[config.mk]
export PLATFORM = sky130hd
export DESIGN_NAME = vga_capture
export DESIGN_NICKNAME = d
export VERILOG_FILES = /design/src/rtl/vga_capture.sv
export SDC_FILE = /design/constraint.sdc
export NUM_CORES = 1
export LEC_CHECK = 0
export CAP_MARGIN = 25
export CORE_MARGIN = 2
export CORE_UTILIZATION = 55
export DETAILED_ROUTE_END_ITERATION = 6
export HOLD_SLACK_MARGIN = 0.15
export PLACE_DENSITY_LB_ADDON = 0.25
export SYNTH_ARGS = -nofsm -noshare
export SYNTH_HDL_FRONTEND = slang
export SYNTH_SLANG_ARGS = --single-unit
[constraint.sdc]
create_clock -name clk -period 3.9 [get_ports clk]
set_clock_uncertainty 0.05 [all_clocks]
set_input_delay 0.585 -clock clk [delete_from_list [all_inputs] [get_ports clk]]
set_output_delay 0.585 -clock clk [all_outputs]
set_load 0.02 [all_outputs]
[src/rtl/vga_capture.sv]
// vga_capture: locks onto an incoming VGA timing stream and emits one
// frame-buffer write per active pixel once a full frame has verified clean.
//
//   state  | meaning
//   -------+-------------------------------------------------------------
//   HUNT   | waiting for the first line-0 start; timing is not checked
//   VERIFY | one frame under observation; any violation drops back to HUNT
//   LOCKED | timing trusted; active pixels are written to the frame buffer
//
// Pipeline: edge k samples the pins, edge k+1 updates the timing state and
// decides whether the sample is a pixel, edge k+2 presents the write.
module vga_capture #(
  parameter int H_TOTAL  = 800,
  parameter int H_SYNC   = 96,
  parameter int H_BACK   = 48,
  parameter int H_ACTIVE = 640,
  parameter int V_TOTAL  = 525,
  parameter int V_SYNC   = 2,
  parameter int V_BACK   = 33,
  parameter int V_ACTIVE = 480
) (
  input  logic        clk,
  input  logic        rst,
  input  logic [2:0]  vgaRed,
  input  logic [2:0]  vgaGreen,
  input  logic [1:0]  vgaBlue,
  input  logic        Hsync,
  input  logic        Vsync,
  output logic        pix_we,
  output logic [9:0]  pix_x,
  output logic [8:0]  pix_y,
  output logic [18:0] pix_addr,
  output logic [7:0]  pix_data,
  output logic        locked,
  output logic        frame_start,
  output logic        sync_err,
  output logic [7:0]  err_cnt
);

  // Counter widths leave headroom for one value past the total so the
  // counters can saturate there when the stream stops toggling.
  localparam int H_CW = $clog2(H_TOTAL + 2);
  localparam int V_CW = $clog2(V_TOTAL + 2);

  localparam logic [H_CW-1:0] H_TOT_C   = H_CW'(H_TOTAL);
  localparam logic [H_CW-1:0] H_FIRST_C = H_CW'(H_SYNC + H_BACK);
  localparam logic [H_CW-1:0] H_END_C   = H_CW'(H_SYNC + H_BACK + H_ACTIVE);
  localparam logic [V_CW-1:0] V_TOT_C   = V_CW'(V_TOTAL);
  localparam logic [V_CW-1:0] V_LAST_C  = V_CW'(V_TOTAL - 1);
  localparam logic [V_CW-1:0] V_FIRST_C = V_CW'(V_SYNC + V_BACK);
  localparam logic [V_CW-1:0] V_END_C   = V_CW'(V_SYNC + V_BACK + V_ACTIVE);

  typedef enum logic [1:0] {
    HUNT   = 2'd0,
    VERIFY = 2'd1,
    LOCKED = 2'd2
  } state_e;

  // Input sample stage
  logic       hs_q, hs_p_q, vs_q, vs_p_q, primed_q;
  logic [7:0] rgb_q;

  // Timing state
  state_e          state_q, state_d;
  logic [H_CW-1:0] h_cnt_q, h_cnt_d, h_inc;
  logic [V_CW-1:0] n_q, n_cnt_d, n_inc;
  logic            vs_pend_q, vs_pend_d;
  logic            locked_q, frame_start_q, frame_start_d, sync_err_q;
  logic [7:0]      err_cnt_q;

  // Pixel decision stage
  logic       we1_q, we1_d;
  logic [9:0] x1_q, x1_d;
  logic [8:0] y1_q, y1_d;
  logic [7:0] data1_q;

  // Output stage
  logic        pix_we_q, pix_we_d;
  logic [9:0]  pix_x_q;
  logic [8:0]  pix_y_q;
  logic [18:0] pix_addr_q;
  logic [7:0]  pix_data_q;

  logic hs_fall, vs_fall, line0, viol;
  logic line_early, line_late, vs_misplaced, frame_long;
  logic in_h, in_v;

  // Sample the pins. The first sample after reset seeds both history taps
  // so a low sync level at release is not mistaken for a falling edge.
  always_ff @(posedge clk or posedge rst) begin
    if (rst) begin
      hs_q     <= 1'b1;
      hs_p_q   <= 1'b1;
      vs_q     <= 1'b1;
      vs_p_q   <= 1'b1;
      primed_q <= 1'b0;
      rgb_q    <= '0;
    end else begin
      hs_q     <= Hsync;
      vs_q     <= Vsync;
      hs_p_q   <= primed_q ? hs_q : Hsync;
      vs_p_q   <= primed_q ? vs_q : Vsync;
      primed_q <= 1'b1;
      rgb_q    <= {vgaRed, vgaGreen, vgaBlue};
    end
  end

  assign hs_fall = hs_p_q & ~hs_q;
  assign vs_fall = vs_p_q & ~vs_q;
  // A Vsync fall arms line 0; the arming Hsync fall may be the same sample.
  assign line0   = hs_fall & (vs_pend_q | vs_fall);
  assign h_inc   = h_cnt_q + 1'b1;
  assign n_inc   = n_q + 1'b1;

  // Line/column counters for the current sample, saturating at the totals.
  always_comb begin
    h_cnt_d = h_cnt_q;
    if (hs_fall) begin
      h_cnt_d = '0;
    end else if (h_cnt_q != H_TOT_C) begin
      h_cnt_d = h_inc;
    end
    n_cnt_d = n_q;
    if (line0) begin
      n_cnt_d = '0;
    end else if (hs_fall && (n_q != V_TOT_C)) begin
      n_cnt_d = n_inc;
    end
    vs_pend_d = hs_fall ? 1'b0 : (vs_pend_q | vs_fall);
  end

  // Timing violations. The Vsync check uses the line number before this
  // sample's Hsync fall, so a Vsync fall coincident with the line-0 Hsync
  // fall belongs to the last line of the previous frame.
  always_comb begin
    line_early   = hs_fall & (h_inc != H_TOT_C);
    line_late    = ~hs_fall & (h_inc == H_TOT_C);
    vs_misplaced = vs_fall & (n_q != V_LAST_C);
    frame_long   = hs_fall & ~line0 & (n_inc == V_TOT_C);
    viol         = (state_q != HUNT) &
                   (line_early | line_late | vs_misplaced | frame_long);
  end

  // Next-state logic; a violation sends us to HUNT, but a line-0 start in
  // the same sample is still honoured and moves straight on to VERIFY.
  always_comb begin
    state_d       = state_q;
    frame_start_d = 1'b0;
    case (state_q)
      HUNT:    if (line0) state_d = VERIFY;
      VERIFY:  if (line0) state_d = LOCKED;
      LOCKED:  state_d = LOCKED;
      default: state_d = HUNT;
    endcase
    if (viol) begin
      state_d = line0 ? VERIFY : HUNT;
    end
    frame_start_d = line0 & (state_d == LOCKED);
  end

  // State, counters and status pulses
  always_ff @(posedge clk or posedge rst) begin
    if (rst) begin
      state_q       <= HUNT;
      h_cnt_q       <= '0;
      n_q           <= '0;
      vs_pend_q     <= 1'b0;
      locked_q      <= 1'b0;
      frame_start_q <= 1'b0;
      sync_err_q    <= 1'b0;
      err_cnt_q     <= '0;
    end else begin
      state_q       <= state_d;
      h_cnt_q       <= h_cnt_d;
      n_q           <= n_cnt_d;
      vs_pend_q     <= vs_pend_d;
      locked_q      <= (state_d == LOCKED);
      frame_start_q <= frame_start_d;
      sync_err_q    <= viol;
      if (viol && (err_cnt_q != 8'hFF)) begin
        err_cnt_q <= err_cnt_q + 1'b1;
      end
    end
  end

  // Is the current sample an active pixel of a locked frame?
  always_comb begin
    in_h  = (h_cnt_d >= H_FIRST_C) && (h_cnt_d < H_END_C);
    in_v  = (n_cnt_d >= V_FIRST_C) && (n_cnt_d < V_END_C);
    we1_d = (state_q == LOCKED) & ~viol & in_h & in_v;
    x1_d  = 10'(h_cnt_d - H_FIRST_C);
    y1_d  = 9'(n_cnt_d - V_FIRST_C);
  end

  // Pixel decision register
  always_ff @(posedge clk or posedge rst) begin
    if (rst) begin
      we1_q   <= 1'b0;
      x1_q    <= '0;
      y1_q    <= '0;
      data1_q <= '0;
    end else begin
      we1_q   <= we1_d;
      x1_q    <= x1_d;
      y1_q    <= y1_d;
      data1_q <= rgb_q;
    end
  end

  // A violation also cancels the write already in flight.
  assign pix_we_d = we1_q & ~viol;

  // Output register: all pixel fields move together and hold between writes.
  always_ff @(posedge clk or posedge rst) begin
    if (rst) begin
      pix_we_q   <= 1'b0;
      pix_x_q    <= '0;
      pix_y_q    <= '0;
      pix_addr_q <= '0;
      pix_data_q <= '0;
    end else begin
      pix_we_q <= pix_we_d;
      if (pix_we_d) begin
        pix_x_q    <= x1_q;
        pix_y_q    <= y1_q;
        pix_addr_q <= 19'(y1_q) * 19'(H_ACTIVE) + 19'(x1_q);
        pix_data_q <= data1_q;
      end
    end
  end

  assign pix_we      = pix_we_q;
  assign pix_x       = pix_x_q;
  assign pix_y       = pix_y_q;
  assign pix_addr    = pix_addr_q;
  assign pix_data    = pix_data_q;
  assign locked      = locked_q;
  assign frame_start = frame_start_q;
  assign sync_err    = sync_err_q;
  assign err_cnt     = err_cnt_q;

endmodule

==> results of run 1 <==
-- power breakdown --
part	internal, W	switching [W]	leakage [nW]	total (W)
registers	0.00127	0.000173	1.42	0.00144
clock network	0.000312	0.000420	0.109	0.000732
logic	0.000618	0.000757	1.48	0.00138
total	0.00220	0.00135	3.01	0.00355
-- critical path, stage by stage, from the launching register on --
cell      delay, ns
dfrtp_1        0.52
ha_1           0.35
and4_1         0.30
and3_1         0.17
o221ai_1       0.16
xnor2_2        0.21
a21oi_4        0.37
nand2b_4       0.66
mux2_4         0.35
-- through the flow --
| stage | worst slack, ns | utilization | cell area (um2) | hold WS [ns] |
|---|---|---|---|---|
| 2_1_floorplan | 0.341 | - | 5850 | 0.281 |
| 3_3_place_gp | 0.660 | 0.629 | 6500 | 0.284 |
| 3_5_place_dp | 0.631 | 0.629 | 6500 | 0.286 |
| 4_1_cts | 0.605 | 0.650 | 6710 | 0.311 |
| 5_1_grt | 0.382 | 0.653 | 6740 | 0.315 |
| 6_report | 0.616 | 0.653 | 6740 | 0.310 |
-- cells in the mapped netlist (all sizes together) (5+ instances only) --
library cell and instances:
a211oi 5, a21o 6, a21oi 19, and2 7, and3 7, buf 27
dfrtp 107, ha 26, inv 23, mux2 35, nand2 15, nand2b 7
nand3 15, nand4 13, nor2 22, nor3 8, nor4 6, o21a 7
o21ai 23, xnor2 27, xor2 18
-- logic make-up (layout without fill, tap and decap cells) --
| kind of cell | Yosys count | in the layout |
|---|---|---|
| multiplexers | 38 | 38 |
| flip-flops | 111 | 111 |
| adder cells (fa/ha/maj) | 28 | 28 |
| AND/OR/NAND/NOR | 124 | 124 |
| other | 1 | 1 |
| XOR/XNOR | 45 | 45 |
| AO/OA/AOI/OAI | 88 | 88 |
| buffers and inverters | 53 | 113 |
-- final cells by class --
class                      count  share of cell area
sequential                   111               0.413
multi-input combinational    324               0.406
timing repair buffer          74               0.111
tap                          136              0.0253
clock buffer                   9              0.0184
clock inverter                 7              0.0132
inverter                      23              0.0132
-- per-layer routing --
metal  GRT usage  part of all wire  up-vias
met4      0.0640             0.015        0
met1       0.295              0.48     1856
met2       0.326              0.47       89
met3      0.0353             0.041       13
li1            -                 -     1841
met5           0                 0        -
-- registers in the layout (all words and copies together), names as in the netlist, 9 cells and up --
register,flops
pix_x,10
y1_q,9
pix_addr,12
x1_q,10
pix_y,9
n_q,10
-- worst paths after layout --
check | slack (ns) | startpoint | cells after the start | end
worst max-delay path | 0.62 | x1_q[1] | 8 | pix_y[3]
worst min-delay path | 0.31 | rgb_q[4] | 0 | data1_q[4]
worst max register to register | 0.62 | x1_q[1] | 8 | pix_y[3]
worst min register to register | 0.31 | rgb_q[4] | 0 | data1_q[4]
max in group asynchronous | 2.42 | rst | 4 | y1_q[0]
min in group asynchronous | 0.52 | rst | 2 | data1_q[4]
==> out/qor.csv, run 1 <==
stage,metric,value,unit
synth,sequential share of the synthesized area,0.476,
pwr,total power,0.00355,W
synth,post-synthesis mux area share,0.0924,
clocking,Worst-path clk slew,0.11,ns
place,dpl cells,667,
route,drt pass-1 iters,4,
synth,post-synthesis cell type count,75,
critical_path,Critical Path RT,4.12,ns
job,max_cap viols,0,
final_layout,Post-Layout Cell Count,684,
synth,"area leader, netlist",dfrtp_1,
clocking,Setup Buffers After CTS,0,
final_layout,most frequent cells in the layout,"dfrtp_1 (107), clkdlybuf4s50_1 (69), mux2_4 (31)",
timing,fin crit period,3.28,ns
synth,Yosys top cell area share,0.458,
pwr,LEAKAGE,3.01,nW
clocking,TritonCTS clock tree,done,
clocking,clock sink total,111,
clocking,CTS Buffer Depth,2,
final_layout,Layout Nets,583,
final_layout,multi-input combinational cell area,2740,um2
synth,Synth Area in XOR/XNOR,0.0686,
outcome,status,completed,
route,drt wl/cell,16.4,um
route,Routed WL,11200,um
clocking,"Gates resized, CTS repair",0,
synth,fraction of registers with async set/reset,1.00,
clocking,root buf cell,clkbuf_8,
place,post-detail-place hpwl,8050,um
clocking,CTS buffer count,9,
critical_path,Critical Path Source Type,register,
timing,slew margin rel.,0.543,
floorplanning,Die Y,107,um
timing,final hold violation count,0,
floorplanning,initial core utilization,0.567,
final_layout,share of layout cells above drive strength 1,0.155,
synth,Post-synth EDFFs,0,
final_layout,# diodes,0,
timing,RSZ-0062 raised after global routing,no,
pwr,VDD IR max,0.299,mV
final_layout,"commonest non-fill, non-tap cell in the layout",dfrtp_1,
synth,area fraction in compound gates after synthesis,0.116,
place,gp weighted congestion,1.01,
floorplanning,Die ar.,11500,um2
critical_path,crit path capture type,register,
floorplanning,core area,10300,um2
global_route,Tot GR Track Use,0.207,
floorplanning,Die X,107,um
final_layout,Fill cells,780,
global_route,initial antenna violation count,0,
synth,Simple-Gate Fraction of Synth Area,0.127,
synth,syn_nets,528,
timing,max frequency,304,MHz
synth,Adder-Cell Fraction of Synth Area,0.0624,
timing,worst slew pin tran,0.685,ns
pwr,Pwr per Cell Area,526,nW/um2
global_route,largest net degree at the start of global routing,88,
synth,"Cell Area, Synth",5850,um2
global_route,total gr overflow,0,
global_route,first-pass GRT wire length,18700,um
synth,Mean Syn Cell Area,12.0,um2
critical_path,CP Class,reg -> reg,
synth,number of synthesized register bits,111,
synth,Ys Warns,0,
clocking,clk_lat worst skew,0.37,ns
clocking,H-tree depth,3,
synth,largest family of logic cells by synthesized area,simple AND/OR/NAND/NOR gates,
route,via total after detailed routing,3799,
final_layout,Layout area overhead,15.2,%
floorplanning,IO Pins,70,
critical_path,CP arrival,3.50,ns
synth,Cells after Synth,488,
global_route,vias in the first global route,3760,
timing,final setup vio count,0,
synth,largest cells by area after synthesis,"dfrtp_1 (46%), mux2_4 (8.0%), ha_1 (5.6%)",
route,DR vias/cell,5.55,
clocking,# hold bufs at CTS,0,
timing,count of final max-slew check failures,0,
place,count of buffers from port buffering,69,
hold_path,path type of the worst min-delay path,reg -> reg,
timing,period utilization,0.842,
synth,Post-synth top flop,dfrtp_1,
timing,Final TNS setup,0,ns
floorplanning,FP Rows,37,
critical_path,"Max FO, Critical Path",40,
final_layout,register area,2780,um2
route,DRC viols,0,
route,Starting DRT DRC Count,214,
route,antenna-violating nets left,0,
Note: power is estimated with default switching activity, not from simulation.
==> run 2: changes to the inputs <==
==> constraint.sdc (replaced) <==
create_clock -name clk -period 3.1 [get_ports clk]
set_clock_uncertainty 0.05 [all_clocks]
set_input_delay 0.465 -clock clk [delete_from_list [all_inputs] [get_ports clk]]
set_output_delay 0.465 -clock clk [all_outputs]
set_load 0.02 [all_outputs]
==> out/qor.csv, run 2 (synthesis gave the netlist of run 1 again) <==
stage,metric,value,unit,change
outcome,status,completed,,
critical_path,cells on worst reg2reg path,10,,+2
critical_path,crit-path cells,ha_1 -> ha_1 -> fa_1 -> a21o_1 -> a311o_1 -> a21oi_2 -> xnor2_1 -> nand4_1 -> xnor2_1 -> mux2_4,,
route,drt wl/cell,15.8,um,-3.2%
pwr,VDD IR max,0.383,mV,+28%
floorplanning,core area,10300,um2,unchanged
critical_path,crit path capture type,register,,
global_route,GR peak layer,met2,,
critical_path,Levels on crit path,10,,+2
clocking,root buf cell,clkbuf_8,,
timing,final hold violation count,0,,unchanged
place,count of buffers from port buffering,69,,unchanged
place,gp weighted congestion,0.919,,-9.1%
global_route,largest net degree at the start of global routing,42,,-52%
route,Starting DRT DRC Count,129,,-40%
pwr,Pwr per Cell Area,652,nW/um2,+24%
timing,fin crit period,3.00,ns,-0.286 ns
critical_path,buffers plus inverters on the worst setup path,0,,unchanged
critical_path,"CP delay by family, top",adder cells,,
floorplanning,Die X,107,um,unchanged
place,Place WS,0.0884,ns,-0.543 ns
final_layout,"commonest non-fill, non-tap cell in the layout",dfrtp_1,,
timing,slew margin rel.,0.604,,+0.0615
route,via total after detailed routing,3874,,+2.0%
route,DR vias/cell,5.57,,+0.36%
timing,Final TNS setup,0,ns,unchanged
global_route,initial antenna violation count,0,,unchanged
route,antenna-violating nets left,0,,unchanged
global_route,vias in the first global route,3918,,+4.2%
final_layout,most frequent cells in the layout,"dfrtp_1 (107), clkdlybuf4s50_1 (69), mux2_4 (31)",,
critical_path,Critical Path Source Type,register,,
route,drt pass-1 iters,4,,unchanged
global_route,first-pass GRT wire length,19100,um,+2.0%
timing,final setup vio count,0,,unchanged
global_route,Tot GR Track Use,0.212,,+0.00490
critical_path,CP arrival,3.22,ns,-0.28 ns
clocking,TritonCTS clock tree,done,,
pwr,LEAKAGE,3.04,nW,+1.2%
hold_path,path type of the worst min-delay path,reg -> reg,,
global_route,total gr overflow,0,,unchanged
job,max_cap viols,0,,unchanged
final_layout,Layout area overhead,16.4,%,
final_layout,Layout Nets,594,,+1.9%
clocking,CTS Buffer Depth,2,,unchanged
critical_path,flop2flop setup slack,0.10,ns,-0.51 ns
critical_path,Crit-path slowest cell,dfrtp_1,,
clocking,H-tree depth,3,,unchanged
floorplanning,IO Pins,70,,unchanged
place,post-detail-place hpwl,8080,um,+0.39%
timing,worst slew pin tran,0.592,ns,-0.0939 ns
critical_path,CP Class,reg -> reg,,
clocking,CTS buffer count,9,,unchanged
clocking,Worst-path clk slew,0.10,ns,about the same
final_layout,Fill cells,808,,+3.6%
critical_path,Worst path max stage delay,0.42,ns,-0.24 ns
clocking,clk_lat worst skew,0.39,ns,+0.02 ns
global_route,met2 Resource Use GR,0.349,,+0.0235
critical_path,Critical Path RT,3.33,ns,-0.79 ns
floorplanning,FP Rows,37,,unchanged
route,Routed WL,11000,um,-1.6%
clocking,Setup Buffers After CTS,0,,unchanged
final_layout,share of layout cells above drive strength 1,0.172,,+0.0166
floorplanning,Die ar.,11500,um2,unchanged
final_layout,# diodes,0,,unchanged
route,DRC viols,0,,unchanged
global_route,met3 GRT Util,0.0274,,-0.00790
timing,count of final max-slew check failures,0,,unchanged
critical_path,"Max FO, Critical Path",3,,-93%
timing,max frequency,333,MHz,+9.5%
global_route,met1 Use GR,0.288,,-0.00740
clocking,clock sink total,111,,unchanged
timing,final worst setup slack,0.101,ns,-0.514 ns
floorplanning,Die Y,107,um,unchanged
floorplanning,initial core utilization,0.567,,unchanged
timing,period utilization,0.967,,+0.125
hold_path,WHS Path Cells,0,,unchanged
final_layout,max reg flops,12,,unchanged
run 2: metrics by stage:
step	hold slack [ns]	utilization	cell area, um2	cells	power [W]
finish	0.308	0.660	6810	695	0.00444
global route	0.314	0.660	6810	695	0.00478
CTS	0.310	0.658	6800	695	0.00446
detailed placement	0.286	0.641	6610	679	0.00361
global placement	0.284	0.641	6610	679	0.00355
floorplan	0.281	-	5850	488	0.00318
run 2: area by class of cell:
class                           count  area (um2)  share of cell area
Clock inverter                      5        51.3             0.00753
Timing Repair Buffer               85         836               0.123
Sequential cell                   111        2780               0.408
Inverter                           23        90.1              0.0132
Clock buffer                       11         131              0.0193
Tap cell                          136         170              0.0250
Multi-Input combinational cell    324        2750               0.404
run 2: per-layer routing:
layer,vias to the layer above,routed length (um),part of all wire
met4,0,173,0.016
met1,1940,5030,0.46
met3,11,338,0.031
li1,1854,-,-
met2,69,5480,0.50
met5,-,0,0
run 2: worst paths after layout:
kind,startpoint,endpoint
min in group asynchronous,rst,data1_q[0]
min reg2reg,rgb_q[5],data1_q[5]
min,rgb_q[5],data1_q[5]
max,y1_q[1],pix_addr[17]
max in group asynchronous,rst,pix_addr[17]
max reg2reg,y1_q[1],pix_addr[17]
run 2: timing repair:
action | 4_1_cts | 5_1_grt
resized for setup | 0 | 3
setup endpoints to repair | 0 | 2
hold endpoints to repair | 0 | 0
hold buffers | 0 | 0
run 2: power breakdown:
| group | internal [W] | switching [W] | leakage (nW) |
|---|---|---|---|
| Sequential | 0.00159 | 0.000174 | 1.42 |
| Combinational | 0.000838 | 0.00100 | 1.53 |
| Clock | 0.000309 | 0.000522 | 0.0913 |
run 2: worst register-to-register path, stage by stage (launching register included):
cell and delay [ns]:
dfrtp_1 0.42, ha_1 0.31, ha_1 0.24, fa_1 0.41, a21o_1 0.19, a311o_1 0.36
a21oi_2 0.17, xnor2_1 0.16, nand4_1 0.15, xnor2_1 0.15, mux2_4 0.26
==> run 3: changes to the inputs <==
--- a/config.mk
+++ b/config.mk
@@ -5,6 +5,7 @@
 export SDC_FILE = /design/constraint.sdc
 export NUM_CORES = 1
 export LEC_CHECK = 0
+export ABC_AREA = 1
 export CAP_MARGIN = 25
 export CORE_MARGIN = 2
 export CORE_UTILIZATION = 55
==> out/qor.csv, run 3 <==
stage,metric,value,unit,change
job,max_cap viols,0,,unchanged
critical_path,Crit-path slowest cell,dfrtp_1,,
place,count of buffers from port buffering,69,,unchanged
clocking,Worst-path clk slew,0.11,ns,about the same
hold_path,WHS Path Cells,0,,unchanged
place,gp weighted congestion,0.876,,-4.7%
global_route,total gr overflow,0,,unchanged
synth,synth cell count leaders,"nand2_1 (217), dfrtp_1 (107), nand3_1 (87)",,
clocking,Setup Buffers After CTS,0,,unchanged
global_route,Tot GR Track Use,0.220,,+0.00766
floorplanning,core area,10300,um2,unchanged
place,Place WS,0.343,ns,+0.254 ns
timing,final hold violation count,0,,unchanged
floorplanning,initial core utilization,0.567,,+0.000727
floorplanning,FP Rows,37,,unchanged
critical_path,cell mode on critical path,nand2_1,,
pwr,Pwr per Cell Area,718,nW/um2,+10%
synth,Post-synth top flop,dfrtp_1,,
synth,Mean Syn Cell Area,8.27,um2,-31%
timing,period utilization,0.900,,-0.0671
clocking,CTS Buffer Depth,2,,unchanged
place,dpl cells,893,,+32%
final_layout,post-layout util,0.657,,-0.00242
route,antenna-violating nets left,0,,unchanged
synth,post-synthesis cell type count,40,,-47%
outcome,status,completed,,
critical_path,CP arrival,3.01,ns,-0.21 ns
timing,final setup vio count,0,,unchanged
final_layout,Layout area overhead,15.9,%,
pwr,LEAKAGE,3.56,nW,+17%
synth,largest cells by area after synthesis,"dfrtp_1 (46%), nand2_1 (14%), nand3_1 (7.4%)",,
synth,syn_nets,748,,+42%
critical_path,Critical Path Source Type,register,,
final_layout,Post-Layout Cell Count,909,,+31%
critical_path,Critical Path RT,3.32,ns,about the same
clocking,CTS buffer count,9,,unchanged
critical_path,CP Class,reg -> reg,,
critical_path,buffers plus inverters on the worst setup path,0,,unchanged
route,Starting DRT DRC Count,213,,+65%
critical_path,"CP delay by family, top",adder cells,,
route,DRC viols,0,,unchanged
clocking,# hold bufs at CTS,0,,unchanged
route,Routed WL,11700,um,+6.6%
hold_path,Worst Hold Launch,rgb_q[3],,
synth,number of synthesized register bits,111,,unchanged
synth,Yosys top cell area share,0.457,,-0.000586
timing,final worst setup slack,0.309,ns,+0.208 ns
global_route,largest net degree at the start of global routing,46,,+9.5%
synth,Post-synth EDFFs,0,,unchanged
critical_path,reg2reg end,pix_addr[17],,
final_layout,share of layout cells above drive strength 1,0.0634,,-0.108
clocking,root buf cell,clkbuf_8,,
global_route,first-pass GRT wire length,20200,um,+5.9%
clocking,H-tree depth,3,,unchanged
pwr,VDD IR max,0.438,mV,+14%
global_route,vias in the first global route,4488,,+15%
final_layout,# diodes,0,,unchanged
synth,Ys Warns,0,,unchanged
floorplanning,IO Pins,70,,unchanged
route,drt pass-1 iters,4,,unchanged
synth,"Cell Area, Synth",5860,um2,+0.13%
clocking,TritonCTS clock tree,done,,
route,drt wl/cell,12.9,um,-19%
timing,Final TNS setup,0,ns,unchanged
hold_path,worst hold path endpoint,data1_q[3],,
clocking,"Gates resized, CTS repair",0,,unchanged
synth,sequential share of the synthesized area,0.475,,-0.000610
clocking,clock sink total,111,,unchanged
route,DR vias/cell,5.17,,-7.3%
synth,"area leader, netlist",dfrtp_1,,
timing,count of final max-slew check failures,0,,unchanged
route,via total after detailed routing,4696,,+21%
floorplanning,Die X,107,um,about the same
final_layout,"commonest non-fill, non-tap cell in the layout",nand2_1,,
critical_path,"Max FO, Critical Path",4,,+1
synth,"count leader, synth",nand2_1,,
critical_path,RR Startpoint,y1_q[1],,
floorplanning,Die ar.,11500,um2,+0.12%
critical_path,flop2flop setup slack,0.31,ns,+0.21 ns
final_layout,Fill cells,875,,+8.3%
synth,Cells after Synth,708,,+45%
final_layout,max reg flops,12,,unchanged
floorplanning,Die Y,107,um,about the same
timing,worst slew pin tran,0.848,ns,+0.256 ns
critical_path,cells on worst reg2reg path,12,,+2
global_route,initial antenna violation count,0,,unchanged
hold_path,path type of the worst min-delay path,reg -> reg,,
synth,fraction of registers with async set/reset,1.00,,unchanged
timing,RSZ-0062 raised after global routing,no,,
timing,max frequency,358,MHz,+7.5%
place,post-detail-place hpwl,8590,um,+6.4%
critical_path,crit-path cells,ha_1 -> ha_1 -> fa_1 -> xor2_1 -> and3_1 -> nand3_1 -> nor2_1 -> nand2_1 -> nand2_1 -> nand2_1 -> nand3_1 -> nand2_1,,
critical_path,crit path capture type,register,,
final_layout,Layout Nets,808,,+36%
critical_path,Worst path max stage delay,0.44,ns,+0.02 ns
timing,fin crit period,2.79,ns,-0.208 ns
timing,slew margin rel.,0.435,,-0.170
clocking,clk_lat worst skew,0.37,ns,-0.02 ns
final_layout,most frequent cells in the layout,"nand2_1 (217), dfrtp_1 (107), nand3_1 (87)",,
-- run 3: cell count changes after synthesis, sizes merged, moves of 6 or more --
cell    change
nand2     +216
nand3      +73
inv        +57
nor2       +37
mux2       -35
xnor2      -21
o21ai      -17
a21oi       -9
buf         -8
nand2b      -7
o21a        -7
and3        -6
nand4       +6
nor4        -6
-- run 3: how the worst max path moves through the flow --
stage / from / end / slack (ns) / cells after the start
2_1_floorplan: y1_q[1] / pix_addr[17] / 0.59 / 12
3_3_place_gp: y1_q[1] / pix_addr[17] / 0.45 / 12
5_1_grt: y1_q[1] / pix_addr[17] / 0.09 / 12
6_report: y1_q[1] / pix_addr[17] / 0.31 / 12
3_5_place_dp: y1_q[1] / pix_addr[17] / 0.34 / 12
4_1_cts: y1_q[1] / pix_addr[17] / 0.33 / 12
-- run 3: routing by layer --
| metal | GRT usage | vias to the layer above | part of all wire |
|---|---|---|---|
| li1 | - | 2342 | - |
| met1 | 0.283 | 2241 | 0.44 |
| met2 | 0.385 | 100 | 0.51 |
| met3 | 0.0340 | 13 | 0.041 |
| met4 | 0.0622 | 0 | 0.010 |
| met5 | 0 | - | 0 |
-- run 3: cell families after synthesis --
kind of cell / share of synthesized area
flip-flops: 0.475
AO/OA/AOI/OAI: 0.0231
XOR/XNOR: 0.0434
AND/OR/NAND/NOR: 0.313
other: 0.000640
buffers and inverters: 0.0824
adder cells (fa/ha/maj): 0.0624
-- run 3: layout make-up --
type | count | area (um2) | share of cell area
sequential | 111 | 2780 | 0.410
tap | 136 | 170 | 0.0251
timing repair buffer | 73 | 746 | 0.110
multi-input combinational | 492 | 2590 | 0.382
clock buffer | 10 | 138 | 0.0203
inverter | 81 | 308 | 0.0453
clock inverter | 6 | 51.3 | 0.00756
-- run 3: power by group --
part	switching [W]	internal (W)	leakage (nW)	total (W)
combinational	0.00138	0.000855	2.04	0.00224
clock	0.000516	0.000328	0.0992	0.000844
sequential	0.000189	0.00161	1.42	0.00180
total	0.00209	0.00279	3.56	0.00488
-- run 3: through the flow --
step	total power, W	instance area (um2)	hold slack (ns)
2_1_floorplan	0.00355	5860	0.281
3_3_place_gp	0.00396	6600	0.283
3_5_place_dp	0.00403	6600	0.286
4_1_cts	0.00490	6790	0.303
5_1_grt	0.00533	6790	0.307
6_report	0.00488	6790	0.299
